--- src/rtl/mvb_rr_arbiter.sv ---
// mvb_rr_arbiter: round-robin merge of PORTS MVB input streams onto one
// registered MVB output with one cycle of latency and full backpressure.
// tx_port carries the index of the source port of the current output word.
// Optional feature: define MVB_RR_ARB_BURST_EN to let a port keep the grant
// for up to BURST_LEN consecutive words; otherwise one word per grant.

module mvb_rr_arbiter #(
  parameter int PORTS      = 4,
  parameter int ITEMS      = 4,
  parameter int ITEM_WIDTH = 32,
  parameter int BURST_LEN  = 4
) (
  input  logic                                         clk,
  input  logic                                         reset,
  input  logic [PORTS*ITEMS*ITEM_WIDTH-1:0]            rx_data,
  input  logic [PORTS*ITEMS-1:0]                       rx_vld,
  input  logic [PORTS-1:0]                             rx_src_rdy,
  output logic [PORTS-1:0]                             rx_dst_rdy,
  output logic [ITEMS*ITEM_WIDTH-1:0]                  tx_data,
  output logic [ITEMS-1:0]                             tx_vld,
  output logic                                         tx_src_rdy,
  input  logic                                         tx_dst_rdy,
  output logic [((PORTS > 1) ? $clog2(PORTS) : 1)-1:0] tx_port
);

  localparam int PW = (PORTS > 1) ? $clog2(PORTS) : 1;
  localparam int DW = ITEMS * ITEM_WIDTH;

  // With last at the highest index, the search starts at port 0 after reset.
  localparam logic [PW-1:0] LAST_RST = PW'(PORTS - 1);

  // Reject configurations the arbiter cannot implement.
  if (PORTS < 2 || BURST_LEN < 1) begin : g_bad_cfg
    $error("mvb_rr_arbiter: PORTS must be >= 2 and BURST_LEN must be >= 1");
  end

  logic          out_full;
  logic          can_load;
  logic [PW-1:0] last;
  logic [PW-1:0] rr_grant;
  logic          rr_found;
  logic          stick;
  logic [PW-1:0] grant;
  logic          grant_vld;
  logic          xfer;
  logic [DW-1:0]    sel_data;
  logic [ITEMS-1:0] sel_vld;

  // The output register is the only storage; it can take a new word when it
  // is empty or when its current word leaves at this edge.
  assign out_full = tx_src_rdy;
  assign can_load = !out_full || tx_dst_rdy;

  // Round-robin search: first requesting port after last, wrapping around.
  // The loop runs from the farthest offset down so the nearest one wins.
  always_comb begin
    // NOTE: every combinational output gets a default before any condition,
    // otherwise a path that skips the assignment infers a latch.
    rr_grant = '0;
    rr_found = 1'b0;
    for (int off = PORTS; off >= 1; off--) begin
      if (rx_src_rdy[PW'((int'(last) + off) % PORTS)]) begin
        rr_grant = PW'((int'(last) + off) % PORTS);
        rr_found = 1'b1;
      end
    end
  end

`ifdef MVB_RR_ARB_BURST_EN
  localparam int BW = $clog2(BURST_LEN + 1);

  logic [BW-1:0] bcnt;

  // A running burst (bcnt != 0) keeps the grant on the last port while it
  // still requests and has not used up its BURST_LEN words.
  assign stick = (bcnt != '0) && (bcnt < BW'(BURST_LEN)) && rx_src_rdy[last];

  // Burst length counter: counts consecutive words taken from one port.
  always_ff @(posedge clk) begin
    if (reset) begin
      bcnt <= '0;
    end else if (xfer) begin
      bcnt <= stick ? bcnt + BW'(1) : BW'(1);
    end else begin
      bcnt <= '0;
    end
  end
`else
  // Pure round robin: the grant always advances after each word.
  assign stick = 1'b0;
`endif

  assign grant     = stick ? last : rr_grant;
  assign grant_vld = stick || rr_found;
  assign xfer      = can_load && grant_vld && !reset;

  // One-hot accept towards the granted producer; all zero during a stall.
  always_comb begin
    rx_dst_rdy = '0;
    for (int p = 0; p < PORTS; p++) begin
      if (xfer && (grant == PW'(p))) begin
        rx_dst_rdy[p] = 1'b1;
      end
    end
  end

  // Select the granted port's word and item valid flags.
  always_comb begin
    sel_data = '0;
    sel_vld  = '0;
    for (int p = 0; p < PORTS; p++) begin
      if (grant == PW'(p)) begin
        sel_data = rx_data[p*DW +: DW];
        sel_vld  = rx_vld[p*ITEMS +: ITEMS];
      end
    end
  end

  // Output register and round-robin pointer. A word with no valid items is
  // consumed and advances the pointer but leaves the output empty.
  always_ff @(posedge clk) begin
    // NOTE: sequential state uses non-blocking assignments so every register
    // samples pre-edge values regardless of statement order.
    if (reset) begin
      // NOTE: the data register is reset too, because the output value after
      // reset is part of the interface contract; a word held here is dropped.
      tx_src_rdy <= 1'b0;
      tx_data    <= '0;
      tx_vld     <= '0;
      tx_port    <= '0;
      last       <= LAST_RST;
    end else if (can_load) begin
      if (xfer) begin
        tx_data    <= sel_data;
        tx_vld     <= sel_vld;
        tx_port    <= grant;
        tx_src_rdy <= |sel_vld;
        last       <= grant;
      end else begin
        tx_src_rdy <= 1'b0;
      end
    end
  end

endmodule

--- config.mk ---
export PLATFORM = sky130hd
export DESIGN_NAME = mvb_rr_arbiter
export DESIGN_NICKNAME = d
export VERILOG_FILES = /design/src/rtl/mvb_rr_arbiter.sv
export SDC_FILE = /design/constraint.sdc
export NUM_CORES = 1
export LEC_CHECK = 0
export CAP_MARGIN = 20
export CORE_AREA = 2 2 266 268
export CTS_CLUSTER_SIZE = 14
export DETAILED_ROUTE_END_ITERATION = 7
export DIE_AREA = 0 0 268 270
export GPL_TIMING_DRIVEN = 0
export PLACE_DENSITY = 0.37
export SETUP_SLACK_MARGIN = 0.05
export SLEW_MARGIN = 30
export SYNTH_ARGS = -nofsm -noshare
export SYNTH_HDL_FRONTEND = slang
export SYNTH_SLANG_ARGS = --single-unit
--- constraint.sdc ---
create_clock -name clk -period 2 [get_ports clk]
set_input_delay 0.3 -clock clk [delete_from_list [all_inputs] [get_ports clk]]
set_output_delay 0.3 -clock clk [all_outputs]
set_load 0.01 [all_outputs]
# Word-level counts from Yosys, hierarchy flattened
# Cells that the tools add are included.
# totals
register_bits	137
inputBits	535
# classes
addsub	4
n_lt_le_gt_ge	4
eq_ne	3
mux	33
n_reduce_logical	12
# op_table
operator	count
two-way mux 128 bit	4
two-way mux 1 bit	17
< comparator 2 x 4 -> 1 bit (second input constant)	4
two-way mux 4 bit	4
binary-select mux 1 bit (select 2 bit)	4
two-way mux 2 bit	4
logical AND 1 bit	6
adder 2 x 1 -> 2 bit (second input constant)	2
adder 2 bit (second input constant)	2
== test 2 bit (second input constant)	2
OR reduction 4 bit	1
== test 2 x 1 -> 1 bit (second input constant)	1
logical NOT 1 bit	2
logical NOT 2 bit	1
AND reduction 2 bit	1
logical OR 1 bit	1

# Logic depth before layout (Yosys ltp)
# Gate-level depths: netlist (run 1).
# logic_depth
depth_word	15
mapped_depth	9

# Least setup slack after synthesis (run 1)
# OpenSTA, ideal clock, no wires.
# synth_path
path_type	in2out
startpoint	input port rx_src_rdy[3]
endpoint	output port rx_dst_rdy[2]
arrival_time_ps	1526
setup_slack_ps	174
path_stages	7
cell_sequence	nor2b_1 o221a_2 buf_4 buf_2 buf_2 nand2_1 nor2_1
# synth_between
elab_chain_cells	11
word_cells_on_any_way	25
classes_between	eq/ne: 1; mux: 21; reduce/logical: 3
# synth_lines
element	line	text
start: declaration	17	input logic [PORTS-1:0] rx_src_rdy,
binary-select mux 1 bit (select 2 bit)	62	if (rx_src_rdy[PW'((int'(last) + off) % PORTS)]) begin
two-way mux 1 bit (not written as such) (2 in a row)	62	
two-way mux 1 bit (4 in a row)	62	
logical AND 1 bit (2 in a row)	95	assign xfer = can_load && grant_vld && !reset;
logical AND 1 bit *	101	if (xfer && (grant == PW'(p))) begin
two-way mux 1 bit *	101	
end: declaration	18	output logic [PORTS-1:0] rx_dst_rdy,
# Every way passes the cells marked *; elsewhere a longest branch is shown, timed or not. The select of a mux whose other input is x is not followed.

# Worst setup path in the final report (run 1)
# layout_path
startpoint	register last[0]
endpoint	register tx_src_rdy
# layout_between
elab_chain_cells	15
word_cells_on_any_way	36
classes_between	add/sub: 4; eq/ne: 3; mux: 25; reduce/logical: 4
# layout_lines
element	line	text
start: declaration	39	logic [PW-1:0] last;
start signal: assignment	138	last <= grant;
adder 2 x 1 -> 2 bit	62, 63	
binary-select mux 1 bit (select 2 bit)	62	
two-way mux 1 bit (not written as such) (2 in a row)	62	
two-way mux 2 bit (4 in a row)	62	
logical NOT 2 bit	112	if (grant == PW'(p)) begin
two-way mux 4 bit (4 in a row)	112	
OR reduction 4 bit	137	tx_src_rdy <= |sel_vld;
two-way mux 1 bit *	133	if (xfer) begin
end signal: assignment	137	
end: declaration	21	output logic tx_src_rdy,
# Marked as above.
# A chain may end at the register's enable or synchronous reset.

==> key figures, run 1 <==
Power
  – P_int: between 9 and 10 mW
  – Sw frac: a little under two fifths
  – Worst VDD drop: 0.470 mV
  – Pwr Total: between 10 and 15 mW
  – Comb power frac: a little over half
  – P_leak: slightly below 8 nW
  – Reg power frac: 23.2%
  – Power Density: 750 mW/mm²
  – Clock share of power: 23.9%
  – Switching power: ~5.6 mW

Synthesis
  – EDFF count, synth: 0
  – YS warnings: 0
  – Yosys top cell area share: 31.2%
  – Async set or reset register ratio after synthesis: 0%
  – Mapped cell area: 0.00880 mm²
  – Register area share after synthesis: 31.2%
  – Post-synth top flop: dfxtp_1
  – Synth cell types: 25
  – Syn_nets: approximately 2,000
  – Synth top cells by count: nand2_1, nand3_1, dfxtp_1
  – Most common cell in the synthesized netlist: nand2_1
  – Average cell area after synthesis: between 5 and 6 µm²
  – Ranking of synthesized cells by area: dfxtp_1, nand2_1, nand3_1, nand3b_1, a21oi_1
  – Synthesized instance count: roughly 1,500
  – Yosys top cell by area: dfxtp_1
  – Synthesized flop and latch total: about 140

Worst setup path
  – Crit-path cells: nand2b_4 -> o221a_4 -> buf_12 -> buf_12 -> mux2i_4 -> mux2i_4 -> o41ai_4 -> o21ai_1
  – Critical path class: flip-flop to flip-flop
  – Crit path launch type: flip-flop
  – CP endpoint kind: flip-flop
  – CP max stage cell: o41ai_4
  – WP buf/inv: 2
  – CP max FO: 7
  – Critical Path AT: ~2.7 ns
  – Crit path required time: 2.33 ns
  – Cell family with most CP delay: compound AO/OA/AOI/OAI gates
  – Largest stage delay, worst path: approximately 0.57 ns

Worst hold path
  – Worst hold path class: flip-flop to flip-flop

Placed design
  – Area post-placement: between 0.015 and 0.02 mm²
  – Placed insts: slightly above 3,000
  – Gpl congestion: ~0.89
  – Input/output buffers: around 670
  – Final HPWL DP: between 50,000 and 60,000 µm

STA
  – Worst Tran Pin Value: roughly 0.86 ns
  – Final WS setup: -0.383 ns
  – Final Skew: 0.0184 ns
  – Final number of setup-violating endpoints: 75
  – Hold slack: 0.452 ns
  – RSZ-0062 raised after global routing: true
  – Slew Viols, Final: 0
  – Min Tclk post-route: between 2 and 2.5 ns
  – Relative slew margins: 42.7%
  – Max Freq: between 0.4 and 0.5 GHz
  – Fin. Hold Viols: 0
  – Final period utilization: 119%

Drt
  – Iteration-0 DRC count of the detailed router: 574
  – WL/cell: roughly 22 µm
  – DR vias/cell: roughly 4.1
  – Via Count: between 10,000 and 15,000
  – Total Wirelength: roughly 70,000 µm
  – # DRC: 0
  – Remaining antenna violation count: 0
  – Drt pass-1 iters: 5

Die
  – Row cnt: 97
  – Initial Util: between 10% and 20%
  – Die width: about 270 µm
  – Full die area: 0.0724 mm²
  – Io pins: between 600 and 700
  – Die height: about 270 µm
  – Core area: approximately 0.070 mm²

GRT
  – Initial antenna violation count: 15
  – Total track usage: about 18%
  – GRT Residual Overflow: 0
  – Largest net degree at the start of global routing: 17
  – Vias in the first global route: about 14,000
  – First-pass GRT wire length: between 90,000 and 100,000 µm

Cells and area
  – Cell Count, Final, Fillers Out: 3,179
  – Final Net Count: 2,754
  – Final core occ: around 28%
  – FILL cells: ~7,600
  – Layout cell share with drive strength beyond 1: between 10% and 20%
  – Layout area overhead: 124%
  – Post-route cell area: roughly 0.020 mm²

Status
  – Status: complete, but fails checks
  – Failing checks: setup timing

Clock network
  – Worst skew pair latency: about 0.48 ns
  – Clk slew on worst S/H paths: roughly 0.07 ns
  – H-Tree Depth: 4
  – CTS root buf: clkbuf_16
  – CTS tree: built
  – Clk sinks: 137
  – Clk buf depth: 2
  – Inserted Clock Buffers: 17

Flow run
  – Max_cap viols: 0
final timing paths:
| kind | from | end | slack (ns) | cells past startpoint |
|---|---|---|---|---|
| worst max-delay path | last[0]$_SDFFE_PP1P_ | tx_src_rdy$_SDFFE_PP0P_ | -0.38 | 8 |
| worst min-delay path | tx_data[48]$_SDFFE_PP0P_ | tx_data[48]$_SDFFE_PP0P_ | 0.45 | 2 |
| worst max register to register | last[0]$_SDFFE_PP1P_ | tx_src_rdy$_SDFFE_PP0P_ | -0.38 | 8 |
| worst min register to register | tx_data[48]$_SDFFE_PP0P_ | tx_data[48]$_SDFFE_PP0P_ | 0.45 | 2 |
power by group through the flow:
stage | logic, mW | registers [mW] | clock network [mW]
after floorplan | 2.45 | 3.64 | 0
after global placement | 6.21 | 3.45 | 0
after detailed placement | 6.18 | 3.47 | 0
after CTS | 6.99 | 3.43 | 3.69
after global routing | 8.44 | 3.48 | 3.75
final | 7.82 | 3.42 | 3.52
cells in the final DEF, fill, tap and decap left out, types with 2 or more instances in the layout:
cell type and instances:
clkinv_2 4, nor2_1 2, dfxtp_1 135, clkbuf_16 30, buf_8 25, dlygate4sd2_1 3
clkdlybuf4s50_1 665, nand3_1 306, dfxtp_4 2, clkbuf_2 22, nand3_2 75, a21oi_2 23
buf_16 2, clkinv_4 2, clkbuf_8 4, mux2i_4 7, buf_4 35, buf_6 21
nand2_4 12, o21ai_2 2, mux2i_1 4, nand3_4 3, a21oi_1 51, nand2_1 614
nand3b_1 60, nand2_2 25, nor2_4 4, clkbuf_4 14, buf_1 2, nand2b_1 2
buf_12 22, clkbuf_1 20, diode_2 8, buf_2 7, bufinv_16 4
timing repair:
item / CTS / global route
hold buffers: 0 / 0
hold endpoints to repair: 0 / 0
endpoints found under the setup margin: 141 / 136
gates cloned: 0 / 14
gates resized for setup: 269 / 241
setup buffers: 20 / 21
pin swaps: 10 / 79
area by class of cell:
class                   instances  area, µm²  area share [%]
well taps                     940       1180            5.97
diodes                          8       20.0           0.102
plain buffers                 126       1230            6.26
multi-input cells            1209       6370            32.3
clock inverters                12        174           0.883
flip-flops and latches        137       2750            14.0
clock buffers                  19        443            2.25
repair buffers                728       7530            38.2
flip-flops by register name, summed over array words and instances (netlist names):
signal      count
tx_port         2
tx_data       128
last            2
tx_vld          4
tx_src_rdy      1
per-layer routing:
layer | wire (µm) | up-vias | part of all wire (%) | track usage [%]
li1 | - | 6404 | - | -
met1 | 28300 | 6191 | 41 | 21.0
met2 | 34200 | 483 | 50 | 31.7
met3 | 5070 | 63 | 7.4 | 5.67
met4 | 1310 | 12 | 1.9 | 4.79
met5 | 83 | - | 0.12 | 0
tightest hold or removal path, cell delays in order, from the launching register on:
cell,delay [ns]
dfxtp_1,0.31
nand2_1,0.05
a21oi_1,0.05
cell families (layout without fill, tap and decap cells):
| family | after synthesis | in the layout | synth area share [%] |
|---|---|---|---|
| AOI/OAI and AO/OA | 86 | 86 | 5.40 |
| buffers and inverters | 131 | 885 | 6.41 |
| DFF | 137 | 137 | 31.2 |
| muxes | 12 | 12 | 1.37 |
| other | 0 | 8 | 0 |
| and+or+nand+nor | 1111 | 1111 | 55.6 |
through the flow:
| stage | setup WS, ns | TNS [ns] |
|---|---|---|
| finish | -0.383 | -3.54 |
| global route | -0.384 | -13.28 |
| CTS | -0.352 | -4.00 |
| detailed placement | -2.01 | -190.61 |
| global placement | -2.03 | -227.57 |
| floorplan | 0.174 | 0 |
No activity file was read; power rests on OpenSTA's default activity.
==> inputs of run 2 (changes only) <==
--- a/config.mk
+++ b/config.mk
@@ -9,2 +9,3 @@
 export CORE_AREA = 2 2 266 268
+export CTS_BUF_LIST = sky130_fd_sc_hd__clkbuf_16
 export CTS_CLUSTER_SIZE = 14
==> constraint.sdc (replaced) <==
create_clock -name clk -period 2 [get_ports clk]
set_input_delay 0.2 -clock clk [delete_from_list [all_inputs] [get_ports clk]]
set_output_delay 0.2 -clock clk [all_outputs]
set_load 0.01 [all_outputs]
==> run 2 against run 1 <==
  * Highest routed layer unchanged
  * Non-clock buffer count up 39
  * The flow still finishes with violations (setup timing)
  * First-iteration DRC count down 1.4%
  * Register-to-register slack better by 0.09 ns
  * Sequential power about the same
  * Largest power group unchanged
  * Count of clock-buffer cells in the layout down 2
  * Clock skew up 0.0021 ns
==> key figures, run 2 (synthesized netlist as in run 1, its figures left out) <==
Cells and area
  – Cell Count, Final, Fillers Out: 3,216 (+1.2%)
  – Area taken by multi-input logic gates: 0.00814 mm² (+28%)
  – Max reg flops: 128 (unchanged)
  – Layout cell share with drive strength beyond 1: 30.7% (+15 points)
  – Leading cell type in the layout, fill and taps excluded: clkdlybuf4s50_1
  – FILL cells: 7,415 (-2.7%)
  – Top Registers: tx_data: 128 flops, tx_vld: 4 flops
  – Final Net Count: 2,793 (+1.4%)
  – FF/Latch Area: 0.00275 mm² (unchanged)
  – Final core occ: 31.9% (+3.5 points)
  – Layout area overhead: 152%
  – Largest Register: tx_data
  – Post-route cell area: 0.0222 mm² (+13%)
  – Most frequent cells in the layout: clkdlybuf4s50_1, nand2_1, nand3_2

Drt
  – Via Count: 13,500 (+2.5%)
  – # DRC: 0 (unchanged)
  – WL/cell: 22.6 µm (+4.1%)
  – Iteration-0 DRC count of the detailed router: 566 (-1.4%)
  – Drt pass-1 iters: 5 (unchanged)
  – Total Wirelength: 72,700 µm (+5.3%)
  – Remaining antenna violation count: 0 (unchanged)
  – DR vias/cell: 4.19 (+1.4%)

Flow run
  – Max_cap viols: 0 (unchanged)

Worst setup path
  – CP max stage cell: dfxtp_4
  – Most common cell on crit path: buf_6
  – CP endpoint: tx_vld[2]$_SDFFE_PP0P_
  – Crit-path cells: nand2b_4 -> o221a_4 -> buf_12 -> buf_4 -> mux2i_4 -> mux2i_4 -> buf_6 -> buf_6 -> buf_6 -> buf_6 -> nand2_1 -> nand2_1
  – RR Endpoint: tx_vld[2]$_SDFFE_PP0P_
  – Worst setup startpoint: last[0]$_SDFFE_PP1P_
  – Crit path launch type: flip-flop
  – Largest stage delay, worst path: 0.39 ns (-0.18 ns)
  – Crit path required time: 2.43 ns (+0.10 ns)
  – Critical path class: flip-flop to flip-flop
  – Critical Path AT: 2.73 ns (+0.02 ns)
  – CP endpoint kind: flip-flop
  – CP max FO: 4 (-3)
  – Worst reg2reg startpoint: last[0]$_SDFFE_PP1P_
  – Reg2Reg Depth: 12 (+4)
  – Flop2flop setup slack: -0.29 ns (+0.09 ns)

GRT
  – GRT Residual Overflow: 0 (unchanged)
  – Grt peak-use layer: met2
  – First-pass GRT wire length: 96,100 µm (+2.9%)
  – Met3 Resource Use GR: 5.78% (+0.11 points)
  – GR Util met1: 21.6% (+0.62 points)
  – Met2 Use GR: 32.5% (+0.87 points)
  – Vias in the first global route: 13,900 (+2.3%)
  – Initial antenna violation count: 11 (-4)
  – Largest net degree at the start of global routing: 17 (unchanged)
  – Total track usage: 18.6% (+0.51 points)

Power
  – Comb power frac: 57.6% (+4.7 points)
  – P_leak: 8.92 nW (+12%)
  – Power Density: 738 mW/mm² (-1.6%)
  – Sw frac: 39.4% (+1.3 points)
  – Switching power: 6.44 mW (+14%)
  – Pwr Total: 16.3 mW (+11%)
  – P_int: 9.90 mW (+8.4%)
  – Worst VDD drop: 0.483 mV (+2.7%)
  – Clock share of power: 21.4% (-2.5 points)
  – Reg power frac: 21.0% (-2.2 points)

STA
  – Max Freq: 0.436 GHz (+3.9%)
  – Relative slew margins: 48.6% (+5.9 points)
  – Worst Tran Pin Value: 0.771 ns (-0.0892 ns)
  – Final number of setup-violating endpoints: 136 (+81%)
  – Min Tclk post-route: 2.29 ns (-0.0895 ns)
  – RSZ-0062 raised after global routing: true
  – Post-Route Setup TNS: -12.50 ns (-8.95 ns)
  – Final Skew: 0.0205 ns (+0.00210 ns)
  – Fin. Hold Viols: 0 (unchanged)
  – Slew Viols, Final: 0 (unchanged)
  – Final period utilization: 115% (-4.5 points)
  – Hold slack: 0.391 ns (-0.0604 ns)
  – Final WS setup: -0.293 ns (+0.0895 ns)

Clock network
  – CTS root buf: clkbuf_16
  – Inserted Clock Buffers: 17 (unchanged)
  – Clk sinks: 137 (unchanged)
  – Worst skew pair latency: 0.49 ns (about the same)
  – Clk buf depth: 2 (unchanged)
  – CTS tree: built
  – Clk slew on worst S/H paths: 0.07 ns (about the same)
  – H-Tree Depth: 4 (unchanged)

Placed design
  – Pre-CTS WS: -1.81 ns (+0.200 ns)
  – Placed insts: 3,091 (unchanged)
  – Gpl congestion: 0.892 (unchanged)
  – Final HPWL DP: 54,300 µm (unchanged)
  – Input/output buffers: 673 (unchanged)
  – Area post-placement: 0.0167 mm² (unchanged)

Die
  – Die width: 268 µm (unchanged)
  – Core area: 0.0695 mm² (unchanged)
  – Initial Util: 12.7% (unchanged)
  – Full die area: 0.0724 mm² (unchanged)
  – Io pins: 674 (unchanged)
  – Die height: 270 µm (unchanged)
  – Row cnt: 97 (unchanged)

Worst hold path
  – Hold path startpoint: rx_data[12]
  – Worst hold path class: input port to flip-flop

Status
  – Failing checks: setup timing
  – Status: complete, but fails checks
-- run 2: layout make-up --
cell class              count  share of cell area, %
repair buffers            766                   37.0
multi-input cells        1209                   36.7
flip-flops and latches    137                   12.4
plain buffers             127                   5.71
well taps                 940                   5.31
clock buffers              17                   1.92
clock inverters            14                  0.819
diodes                      6                 0.0678
-- run 2: worst max-delay path, delay by kind of cell (launching register included) --
family / cells / cell delay, ns
buffers and inverters: 6 / 0.71
muxes: 2 / 0.55
DFF: 1 / 0.39
and+or+nand+nor: 3 / 0.29
AOI/OAI and AO/OA: 1 / 0.28
-- run 2: worst min path at each step --
stage / endpoint / slack, ns / cells past startpoint
after floorplan: tx_src_rdy$_SDFFE_PP0P_ / 0.38 / 3
after global placement: tx_data[115]$_SDFFE_PP0P_ / 0.44 / 2
after detailed placement: tx_data[48]$_SDFFE_PP0P_ / 0.45 / 2
after CTS: tx_data[12]$_SDFFE_PP0P_ / 0.35 / 5
after global routing: tx_data[28]$_SDFFE_PP0P_ / 0.40 / 5
final: tx_data[12]$_SDFFE_PP0P_ / 0.39 / 5
-- run 2: power by group through the flow --
stage	combinational (mW)	sequential [mW]	clock, mW
floorplan	2.45	3.64	0
finish	9.42	3.43	3.50
CTS	7.78	3.43	3.64
global route	10.1	3.48	3.71
detailed placement	6.18	3.47	0
global placement	6.21	3.45	0
-- run 2: metal layers --
layer,part of all wire (%),up-vias
li1,-,6491
met1,41,6455
met2,50,463
met3,6.8,68
met4,2.2,10
met5,0.092,-
-- run 2: timing repair --
item,4_1_cts,5_1_grt
gates cloned,10,16
setup endpoints to repair,141,137
resized for setup,394,554
pin swaps,72,301
hold endpoints to repair,0,0
hold buffers,0,0
buffers inserted,36,36
